File: src/rtl/pipe_ctrl_pkg.sv
// Pipeline control shared constants.
// Holds the hold/run levels, the zero word and the per-stage stall-vector
// patterns used by the hazard controller and the pipeline registers.
package pipe_ctrl_pkg;

  localparam logic       STOP      = 1'b1;
  localparam logic       NO_STOP   = 1'b0;
  localparam logic [31:0] ZERO_WORD = 32'h0000_0000;

  // stall vector: bit0 PC, bit1 IF, bit2 ID, bit3 EX, bit4 MEM, bit5 WB
  localparam int unsigned STALL_W = 6;
  localparam logic [STALL_W-1:0] STALL_NONE = 6'b000000;
  localparam logic [STALL_W-1:0] STALL_IF   = 6'b000011;
  localparam logic [STALL_W-1:0] STALL_ID   = 6'b000111;
  localparam logic [STALL_W-1:0] STALL_EX   = 6'b001111;
  localparam logic [STALL_W-1:0] STALL_MEM  = 6'b011111;

endpackage

File: src/rtl/pipe_ctrl_if.sv
// Pipeline control bus.
// master: pipeline side, drives stall/flush requests and the redirect target,
//         receives the stall vector, flush pulse, redirect PC and watchdog state.
// slave : pipe_ctrl itself.
interface pipe_ctrl_if;
  import pipe_ctrl_pkg::*;

  logic               stallreq_from_if;
  logic               stallreq_from_id;
  logic               stallreq_from_ex;
  logic               stallreq_from_mem;
  logic               flush_req;
  logic [31:0]        new_pc_i;
  logic [STALL_W-1:0] stall;
  logic               flush;
  logic [31:0]        new_pc;
  logic               stall_timeout;
  logic [31:0]        stall_cycles;

  modport master (
    output stallreq_from_if, stallreq_from_id, stallreq_from_ex, stallreq_from_mem,
    output flush_req, new_pc_i,
    input  stall, flush, new_pc, stall_timeout, stall_cycles
  );

  modport slave (
    input  stallreq_from_if, stallreq_from_id, stallreq_from_ex, stallreq_from_mem,
    input  flush_req, new_pc_i,
    output stall, flush, new_pc, stall_timeout, stall_cycles
  );
endinterface

File: src/rtl/pipe_ctrl.sv
// Pipeline hazard / flush controller.
// Ports:
//   clk  - clock, rising edge
//   rst  - asynchronous, active-low reset
//   bus  - pipe_ctrl_if.slave: stage stall requests, flush request + target in;
//          stall vector, flush pulse, redirect PC, watchdog flag and
//          stalled-cycle counter out.
// The stall vector is combinational from the requests; the deepest holding
// stage wins and every earlier stage holds with it. Bubble insertion is left
// to the pipeline registers. A flush takes one cycle in FLUSH during which
// nothing stalls and further flush requests are dropped.
module pipe_ctrl
  import pipe_ctrl_pkg::*;
#(
  parameter int unsigned STALL_LIMIT = 255
) (
  input  logic        clk,
  input  logic        rst,
  pipe_ctrl_if.slave  bus
);

  localparam logic [7:0] LIMIT = 8'(STALL_LIMIT);

  typedef enum logic {ST_RUN, ST_FLUSH} state_e;

  state_e             state_q, state_d;
  logic [STALL_W-1:0] stall_d;
  logic [31:0]        pc_q;
  logic [7:0]         wd_q;
  logic               to_q;
  logic [31:0]        cyc_q;
  logic               take_flush;

  always_comb begin
    state_d    = state_q;
    stall_d    = STALL_NONE;
    take_flush = 1'b0;
    case (state_q)
      ST_RUN: begin
        if      (bus.stallreq_from_mem) stall_d = STALL_MEM;
        else if (bus.stallreq_from_ex)  stall_d = STALL_EX;
        else if (bus.stallreq_from_id)  stall_d = STALL_ID;
        else if (bus.stallreq_from_if)  stall_d = STALL_IF;
        // flush wins at the edge even when a stage is holding this cycle
        if (bus.flush_req) begin
          take_flush = 1'b1;
          state_d    = ST_FLUSH;
        end
      end
      ST_FLUSH: state_d = ST_RUN;
      default:  state_d = ST_RUN;
    endcase
    // requests are masked combinationally while reset is held
    if (!rst) stall_d = STALL_NONE;
  end

  always_ff @(posedge clk or negedge rst) begin
    if (!rst) begin
      state_q <= ST_RUN;
      pc_q    <= ZERO_WORD;
    end else begin
      state_q <= state_d;
      if (take_flush) pc_q <= bus.new_pc_i;
    end
  end

  // watchdog: counts consecutive stalled cycles, saturating; sticky timeout
  always_ff @(posedge clk or negedge rst) begin
    if (!rst) begin
      wd_q  <= 8'd0;
      to_q  <= 1'b0;
      cyc_q <= ZERO_WORD;
    end else if (stall_d[0] == STOP) begin
      if (wd_q != 8'hFF) wd_q <= wd_q + 8'd1;
      if (wd_q == LIMIT) to_q <= 1'b1;
      cyc_q <= cyc_q + 32'd1;
    end else begin
      wd_q <= 8'd0;
    end
  end

  assign bus.stall         = stall_d;
  assign bus.flush         = (state_q == ST_FLUSH);
  assign bus.new_pc        = pc_q;
  assign bus.stall_timeout = to_q;
  assign bus.stall_cycles  = cyc_q;

endmodule

File: src/flat_wrapper.sv
// flat-port wrapper written by rule: the top's interface ports become plain ports
module pipe_ctrl_flat import pipe_ctrl_pkg::*;
#(
  parameter int unsigned STALL_LIMIT = 255
)
  (clk, rst, bus_stallreq_from_if, bus_stallreq_from_id, bus_stallreq_from_ex, bus_stallreq_from_mem, bus_flush_req, bus_new_pc_i, bus_stall, bus_flush, bus_new_pc, bus_stall_timeout, bus_stall_cycles);
  pipe_ctrl_if bus_i ();
  input  logic clk;
  input  logic rst;
  input wire logic [$bits(bus_i.stallreq_from_if)-1:0] bus_stallreq_from_if;
  input wire logic [$bits(bus_i.stallreq_from_id)-1:0] bus_stallreq_from_id;
  input wire logic [$bits(bus_i.stallreq_from_ex)-1:0] bus_stallreq_from_ex;
  input wire logic [$bits(bus_i.stallreq_from_mem)-1:0] bus_stallreq_from_mem;
  input wire logic [$bits(bus_i.flush_req)-1:0] bus_flush_req;
  input wire logic [$bits(bus_i.new_pc_i)-1:0] bus_new_pc_i;
  output wire logic [$bits(bus_i.stall)-1:0] bus_stall;
  output wire logic [$bits(bus_i.flush)-1:0] bus_flush;
  output wire logic [$bits(bus_i.new_pc)-1:0] bus_new_pc;
  output wire logic [$bits(bus_i.stall_timeout)-1:0] bus_stall_timeout;
  output wire logic [$bits(bus_i.stall_cycles)-1:0] bus_stall_cycles;
  assign bus_i.stallreq_from_if = bus_stallreq_from_if;
  assign bus_i.stallreq_from_id = bus_stallreq_from_id;
  assign bus_i.stallreq_from_ex = bus_stallreq_from_ex;
  assign bus_i.stallreq_from_mem = bus_stallreq_from_mem;
  assign bus_i.flush_req = bus_flush_req;
  assign bus_i.new_pc_i = bus_new_pc_i;
  assign bus_stall = bus_i.stall;
  assign bus_flush = bus_i.flush;
  assign bus_new_pc = bus_i.new_pc;
  assign bus_stall_timeout = bus_i.stall_timeout;
  assign bus_stall_cycles = bus_i.stall_cycles;
  pipe_ctrl #(.STALL_LIMIT(STALL_LIMIT)) u_core (.clk(clk), .rst(rst), .bus(bus_i));
endmodule
File: config.mk
export PLATFORM = sky130hd
export DESIGN_NAME = pipe_ctrl_flat
export DESIGN_NICKNAME = d
export VERILOG_FILES = /design/src/rtl/pipe_ctrl_pkg.sv /design/src/rtl/pipe_ctrl_if.sv /design/src/rtl/pipe_ctrl.sv /design/src/flat_wrapper.sv
export SDC_FILE = /design/constraint.sdc
export NUM_CORES = 1
export LEC_CHECK = 0
export ABC_AREA = 1
export CAP_MARGIN = 10
export CORE_MARGIN = 2
export CORE_UTILIZATION = 40
export CTS_BUF_LIST = sky130_fd_sc_hd__clkbuf_16
export DETAILED_ROUTE_END_ITERATION = 6
export PLACE_DENSITY = 0.82
export SLEW_MARGIN = 10
export SYNTH_ARGS = -nofsm -noshare
export SYNTH_HDL_FRONTEND = slang
export SYNTH_SLANG_ARGS = --single-unit
File: constraint.sdc
create_clock -name clk -period 2.2 [get_ports clk]
set_clock_uncertainty 0.1 [all_clocks]
set_input_delay 0.22 -clock clk [delete_from_list [all_inputs] [get_ports clk]]
set_output_delay 0.22 -clock clk [all_outputs]
set_load 0.005 [all_outputs]
==> results of run 1 <==
## area by class of cell
class / instances / area, um^2 / share of cell area (%)
sequential: 74 / 1852 / 35.99
multi-input combinational: 327 / 1560 / 30.33
timing repair buffer: 121 / 1185 / 23.03
clock buffer: 9 / 225.2 / 4.377
inverter: 37 / 140.1 / 2.724
tap: 108 / 135.1 / 2.626
clock inverter: 7 / 47.55 / 0.9241
## per-layer routing
layer,share of wire (%),wire (um),track usage [%]
met1,41,3830,24.60
met2,45,4197,30.87
met3,11,970,7.379
met4,2.5,235,9.168
met5,0,0,0
## synthesized netlist by cell type
| master | count | area, um^2 |
|---|---|---|
| ha_1 | 2 | 25.02 |
| nand2_4 | 1 | 11.26 |
| clkbuf_1 | 3 | 11.26 |
| xnor2_1 | 10 | 87.58 |
| o21ai_0 | 8 | 40.04 |
| nor2_2 | 3 | 18.77 |
| xor2_1 | 9 | 78.83 |
| nand2_2 | 4 | 25.02 |
| buf_4 | 3 | 22.52 |
| o21bai_1 | 2 | 15.01 |
| dfrtp_1 | 74 | 1852 |
| nor2_4 | 10 | 112.6 |
| nand3_1 | 19 | 95.09 |
| buf_6 | 1 | 11.26 |
| nand3b_1 | 5 | 37.54 |
| nor3_1 | 8 | 40.04 |
| nor4_1 | 1 | 6.260 |
| a31oi_1 | 1 | 6.260 |
| buf_2 | 4 | 20.02 |
| clkinv_2 | 1 | 5.000 |
| nand4_1 | 9 | 56.30 |
| nor2_1 | 33 | 123.9 |
| inv_1 | 34 | 127.6 |
| a21oi_1 | 2 | 10.01 |
| nand2_1 | 195 | 732.0 |
| nand3_2 | 3 | 30.03 |
| o21ai_1 | 1 | 5.000 |
| conb_1 | 1 | 3.750 |
| inv_2 | 2 | 7.510 |
## power breakdown
part / leakage (nW) / total [W] / internal [W] / switching [W]
Clock: 0.137 / 0.00133 / 0.000760 / 0.000569
Sequential: 0.954 / 0.00166 / 0.00151 / 0.000149
Combinational: 1.29 / 0.000789 / 0.000446 / 0.000343
## worst max-delay path: stages, from the launching register on
cell and delay, ps:
dfrtp_1 440, inv_1 180, nand3_1 160, nand3_2 130, clkdlybuf4s50_1 550
## stage by stage
step                setup WS, ps  std cells  area (um^2)  utilization [%]
finish                     91.37        683         5145            58.71
global route               31.84        683         5145            58.71
CTS                        17.12        677         5096            58.15
detailed placement         249.5        660         4813            54.93
global placement           311.6        660         4813            54.93
floorplan                  656.7        449         3617                -
## flip-flops by register name, summed over array words and instances, names as in the netlist
signal and cells:
u_core.bus.new_pc 32, u_core.bus.stall_cycles 32, u_core.wd_q 8, u_core.bus.flush 1
u_core.bus.stall_timeout 1
## final timing paths
path	slack [ps]	startpoint	cells after the start	end
worst max-delay path	90	u_core.bus.flush	4	bus_stall[1]
worst min-delay path	260	rst	3	u_core.bus.new_pc[8]
min in group clk	320	bus_new_pc_i[16]	3	u_core.bus.new_pc[16]
worst min register to register	370	u_core.bus.stall_timeout	2	u_core.bus.stall_timeout
worst max register to register	360	u_core.bus.flush	9	u_core.bus.stall_cycles[23]
max in group asynchronous	750	rst	4	u_core.bus.stall_cycles[14]
## timing repair
action                                  in CTS  in global routing
setup buffers                                0                  6
gates resized for setup                      0                  1
hold buffers                                 1                  0
endpoints found under the setup margin       0                  2
hold endpoints to repair                     8                  0
## cell families (layout without fill, tap and decap cells)
family	Yosys count	after routing
compound gates	14	14
buf+inv	48	174
xor+xnor	19	19
fa+ha+maj	2	2
flops	74	74
other cells	1	1
simple gates	291	291
==> flow_metrics.tcl, run 1 <==
set metrics [dict create \
    first_global_vias 3250 \
    p_total_w 0.003780 \
    max_freq_mhz 474.2 \
    end_kind "output pin" \
    grt_pass1_wl_mm 15.59 \
    yosys-mux-area-fraction_pct 0 \
    die_y_um 99.10 \
    cts-root-buf "clkbuf_16" \
    firstDrtPassIters 4 \
    drv_slew 0 \
    die_area_mm2 0.009820 \
    tightest_slew_ps 839.5 \
    yosysSeqAreaShare_pct 51.19 \
    hold_viol 0 \
    start_util_pct 41.28 \
    synth_cell_types 29 \
    synth-compound-area-share_pct 2.110 \
    rsz0062_at_grt "false" \
    final_nets 611 \
    drc_errors 0 \
    grt_start_max_net_pins 67 \
    n_antenna_cell 0 \
    nFillCells 774 \
    drt_wl_total_mm 9.234 \
    min_period_ps 2109 \
    viasPerCell 4.893 \
    clkLatencyLatePin_ps 330 \
    synth_top_family_by_area "simple AND/OR/NAND/NOR gates" \
    slew_headroom_pct 44.04 \
    worst_hold_slack_ps 259.7 \
    drive_gt1_share_pct 8.870 \
    cts_made_buffers 9 \
    dp_hpwl_mm 6.662 \
    dieWidth_um 99.10 \
    clock-sinks 74 \
    coreArea_mm2 0.008763 \
    vias 3342 \
    setup_viol_count_final 0 \
    cellPowerDensity_mw_per_mm2 734.8 \
    num_rows 34 \
    synth_warnings 0 \
    avgSynthCellArea_um2 8.056 \
    layout_commonest_cell "nand2_1" \
    ys_seq_elements 74 \
    track_usage_pct 19.82 \
    ant_nets 0 \
    path_max_fanout 4 \
    area_growth_pct 42.23 \
    overflow 0 \
    fin_crit_sh_pct 95.85 \
    start_kind "register" \
    critPathRequiredTime_ps 1880 \
    clk_pin_slew_ps 60 \
    io-pin-count 111 \
    hold_class "in2async" \
    drt_iter0_drc 169 \
    synthAdderAreaFrac_pct 0.6918 \
    wl_per_cell_um 13.52 \
    vdd_drop_max_mv 0.3752 \
    setup_tns_ps 0 \
    cts_tree "built" \
    ctsLongestPathBuffers 2 \
    globalplace.congestion 0.9064 \
    status "completed" \
    cts_max_level 3 \
    cap_violations 0 \
    syn_inst 449 \
    synth_fp_nets 490 \
    crit_type "reg2out" \
    p_leak_nw 2.377 \
    synth_simple_gate_area_share_pct 35.63 \
    worst_ep_arrival_time_ps 1790 \
    mostFrequentLayoutCells "nand2_1 (195), clkdlybuf4s50_1 (108), dfrtp_1 (74)" \
    synth_xor_area_share_pct 4.600 \
    port_buffers 109 \
    netlist_area_mm2 0.003617 \
    antenna_found_initial 0 \
]
(Power assumes the default switching activity.)
==> inputs of run 2 (changes only) <==
- CTS_CLUSTER_SIZE: default -> 10
==> results of run 2 <==
The final DEF is identical to that of run 1; final timing and power are the same.
==> inputs of run 3 (changes only) <==
--- a/constraint.sdc
+++ b/constraint.sdc
@@ -4,2 +4,2 @@
 set_output_delay 0.22 -clock clk [all_outputs]
-set_load 0.005 [all_outputs]
+set_load 0.05 [all_outputs]
==> flow_metrics.tcl, run 3 (synthesis gave the netlist of run 1 again) <==
set metrics [dict create \
    end_kind "output pin" \
    r2r_cells 9 \
    wl_per_cell_um 13.68 \
    overflow 0 \
    drive_gt1_share_pct 8.787 \
    io-pin-count 111 \
    layout_commonest_cell "nand2_1" \
    worst_ep_arrival_time_ps 1700 \
    vias 3336 \
    min_period_ps 2015 \
    cts_max_level 3 \
    die_y_um 99.10 \
    reg2reg_from "u_core.bus.flush" \
    fin_crit_sh_pct 91.59 \
    slew_headroom_pct 44.77 \
    rsz0062_at_grt "false" \
    post_dp_cell_area_mm2 0.004876 \
    cts-root-buf "clkbuf_16" \
    tightest_slew_ps 828.5 \
    final_util_pct 59.12 \
    start_kind "register" \
    p_int_w 0.002848 \
    crit_buf_inv 1 \
    cts_tree "built" \
    p_clk_share_pct 32.8 \
    coreArea_mm2 0.008763 \
    p_sw_w 0.001606 \
    reg2reg_setup_slack_ps 500 \
    ctsLongestPathBuffers 2 \
    clkLatencyLatePin_ps 330 \
    grt_pass1_wl_mm 15.75 \
    port_buffers 109 \
    mostFrequentLayoutCells "nand2_1 (195), clkdlybuf4s50_1 (103), dfrtp_1 (74)" \
    p_leak_nw 2.381 \
    cellPowerDensity_mw_per_mm2 859.7 \
    cp_cell_sequence "clkdlybuf4s50_1" \
    placed_cells 660 \
    vdd_drop_max_mv 0.4775 \
    viasPerCell 4.928 \
    r2r_end "u_core.bus.stall_cycles[31]" \
    globalplace.congestion 0.8891 \
    comb_power_share_pct 29.8 \
    num_rows 34 \
    hold_class "in2async" \
    layout.cells.non_filler 677 \
    dieWidth_um 99.10 \
    first_global_vias 3381 \
    start_util_pct 41.28 \
    crit_type "reg2out" \
    cp_top_family "buffers and inverters" \
    path_max_fanout 7 \
    cap_violations 0 \
    n_antenna_cell 0 \
    nFillCells 762 \
    clk_pin_slew_ps 60 \
    worst_hold_slack_ps 167.4 \
    p_sw_share_pct 36.06 \
    grt_start_max_net_pins 68 \
    critPathRequiredTime_ps 1880 \
    status "completed" \
    cts_resized 0 \
    clock-sinks 74 \
    drv_slew 0 \
    antenna_found_initial 0 \
    die_area_mm2 0.009820 \
    final_nets 605 \
    drt_iter0_drc 148 \
    drc_errors 0 \
    setup_viol_count_final 0 \
    hold_viol 0 \
    seq_power_share_pct 37.3 \
    dp_hpwl_mm 6.837 \
    setup_tns_ps 0 \
    design_area_mm2 0.005181 \
    critical_path.max_stage_delay_ps 860 \
    cts_made_buffers 9 \
    track_usage_pct 20.01 \
    area_growth_pct 43.24 \
    ant_nets 0 \
    crit_path_top_delay_cell "clkdlybuf4s50_1" \
    drt_wl_total_mm 9.261 \
    firstDrtPassIters 4 \
    max_freq_mhz 496.3 \
]
## run 3: changes by cell type in the layout (fill, tap and decap cells not counted)
cell / previous run / this run
clkinv_4: 3 / 0
buf_4: 11 / 5
clkinvlp_4: 1 / 3
bufinv_16: 0 / 1
clkdlybuf4s50_1: 108 / 103
buf_6: 1 / 0
inv_6: 0 / 1
clkinv_2: 3 / 2
buf_12: 0 / 6
## run 3: routing by layer
layer  share of wire (%)  track usage (%)
met1                  41            24.57
met2                  48            33.06
met3                 9.6            6.817
met4                 1.2            6.955
met5                   0                0
## run 3: through the flow
step	setup WS [ps]	power [W]
after detailed placement	300.9	0.003018
after global placement	349.1	0.002989
after global routing	126.5	0.004664
after floorplan	136.4	0.002497
final	184.9	0.004454
after CTS	176.7	0.004488
## run 3: final cells by class
cell class	instances	area (um^2)	area share, %
clock buffer	9	225.2	4.347
clock inverter	7	70.07	1.352
inverter	37	140.1	2.705
multi-input combinational	327	1560	30.11
sequential	74	1852	35.74
tap	108	135.1	2.608
timing repair buffer	115	1199	23.13
## run 3: worst max-delay path by stage
| stage | start | end | slack (ps) | cells after the start |
|---|---|---|---|---|
| 3_3_place_gp | bus_stallreq_from_mem | u_core.bus.stall_cycles[24] | 350 | 7 |
| 3_5_place_dp | bus_stallreq_from_mem | u_core.bus.stall_cycles[31] | 300 | 11 |
| 2_1_floorplan | u_core.bus.flush | bus_stall[4] | 140 | 1 |
| 4_1_cts | u_core.bus.stall_cycles[18] | bus_stall_cycles[18] | 180 | 1 |
| 6_report | u_core.bus.stall_cycles[18] | bus_stall_cycles[18] | 180 | 1 |
| 5_1_grt | u_core.bus.stall_cycles[18] | bus_stall_cycles[18] | 130 | 1 |
## run 3: power groups by stage
stage          combinational, W  sequential, W  clock, W
3_5_place_dp            0.00134        0.00168         0
5_1_grt                 0.00141        0.00169   0.00156
6_report                0.00133        0.00166   0.00146
3_3_place_gp            0.00132        0.00167         0
4_1_cts                 0.00134        0.00166   0.00149
2_1_floorplan          0.000338        0.00216         0
## run 3: what timing repair did
item	CTS	global route
buffers inserted	0	0
hold endpoints to repair	7	0
hold buffers	1	0
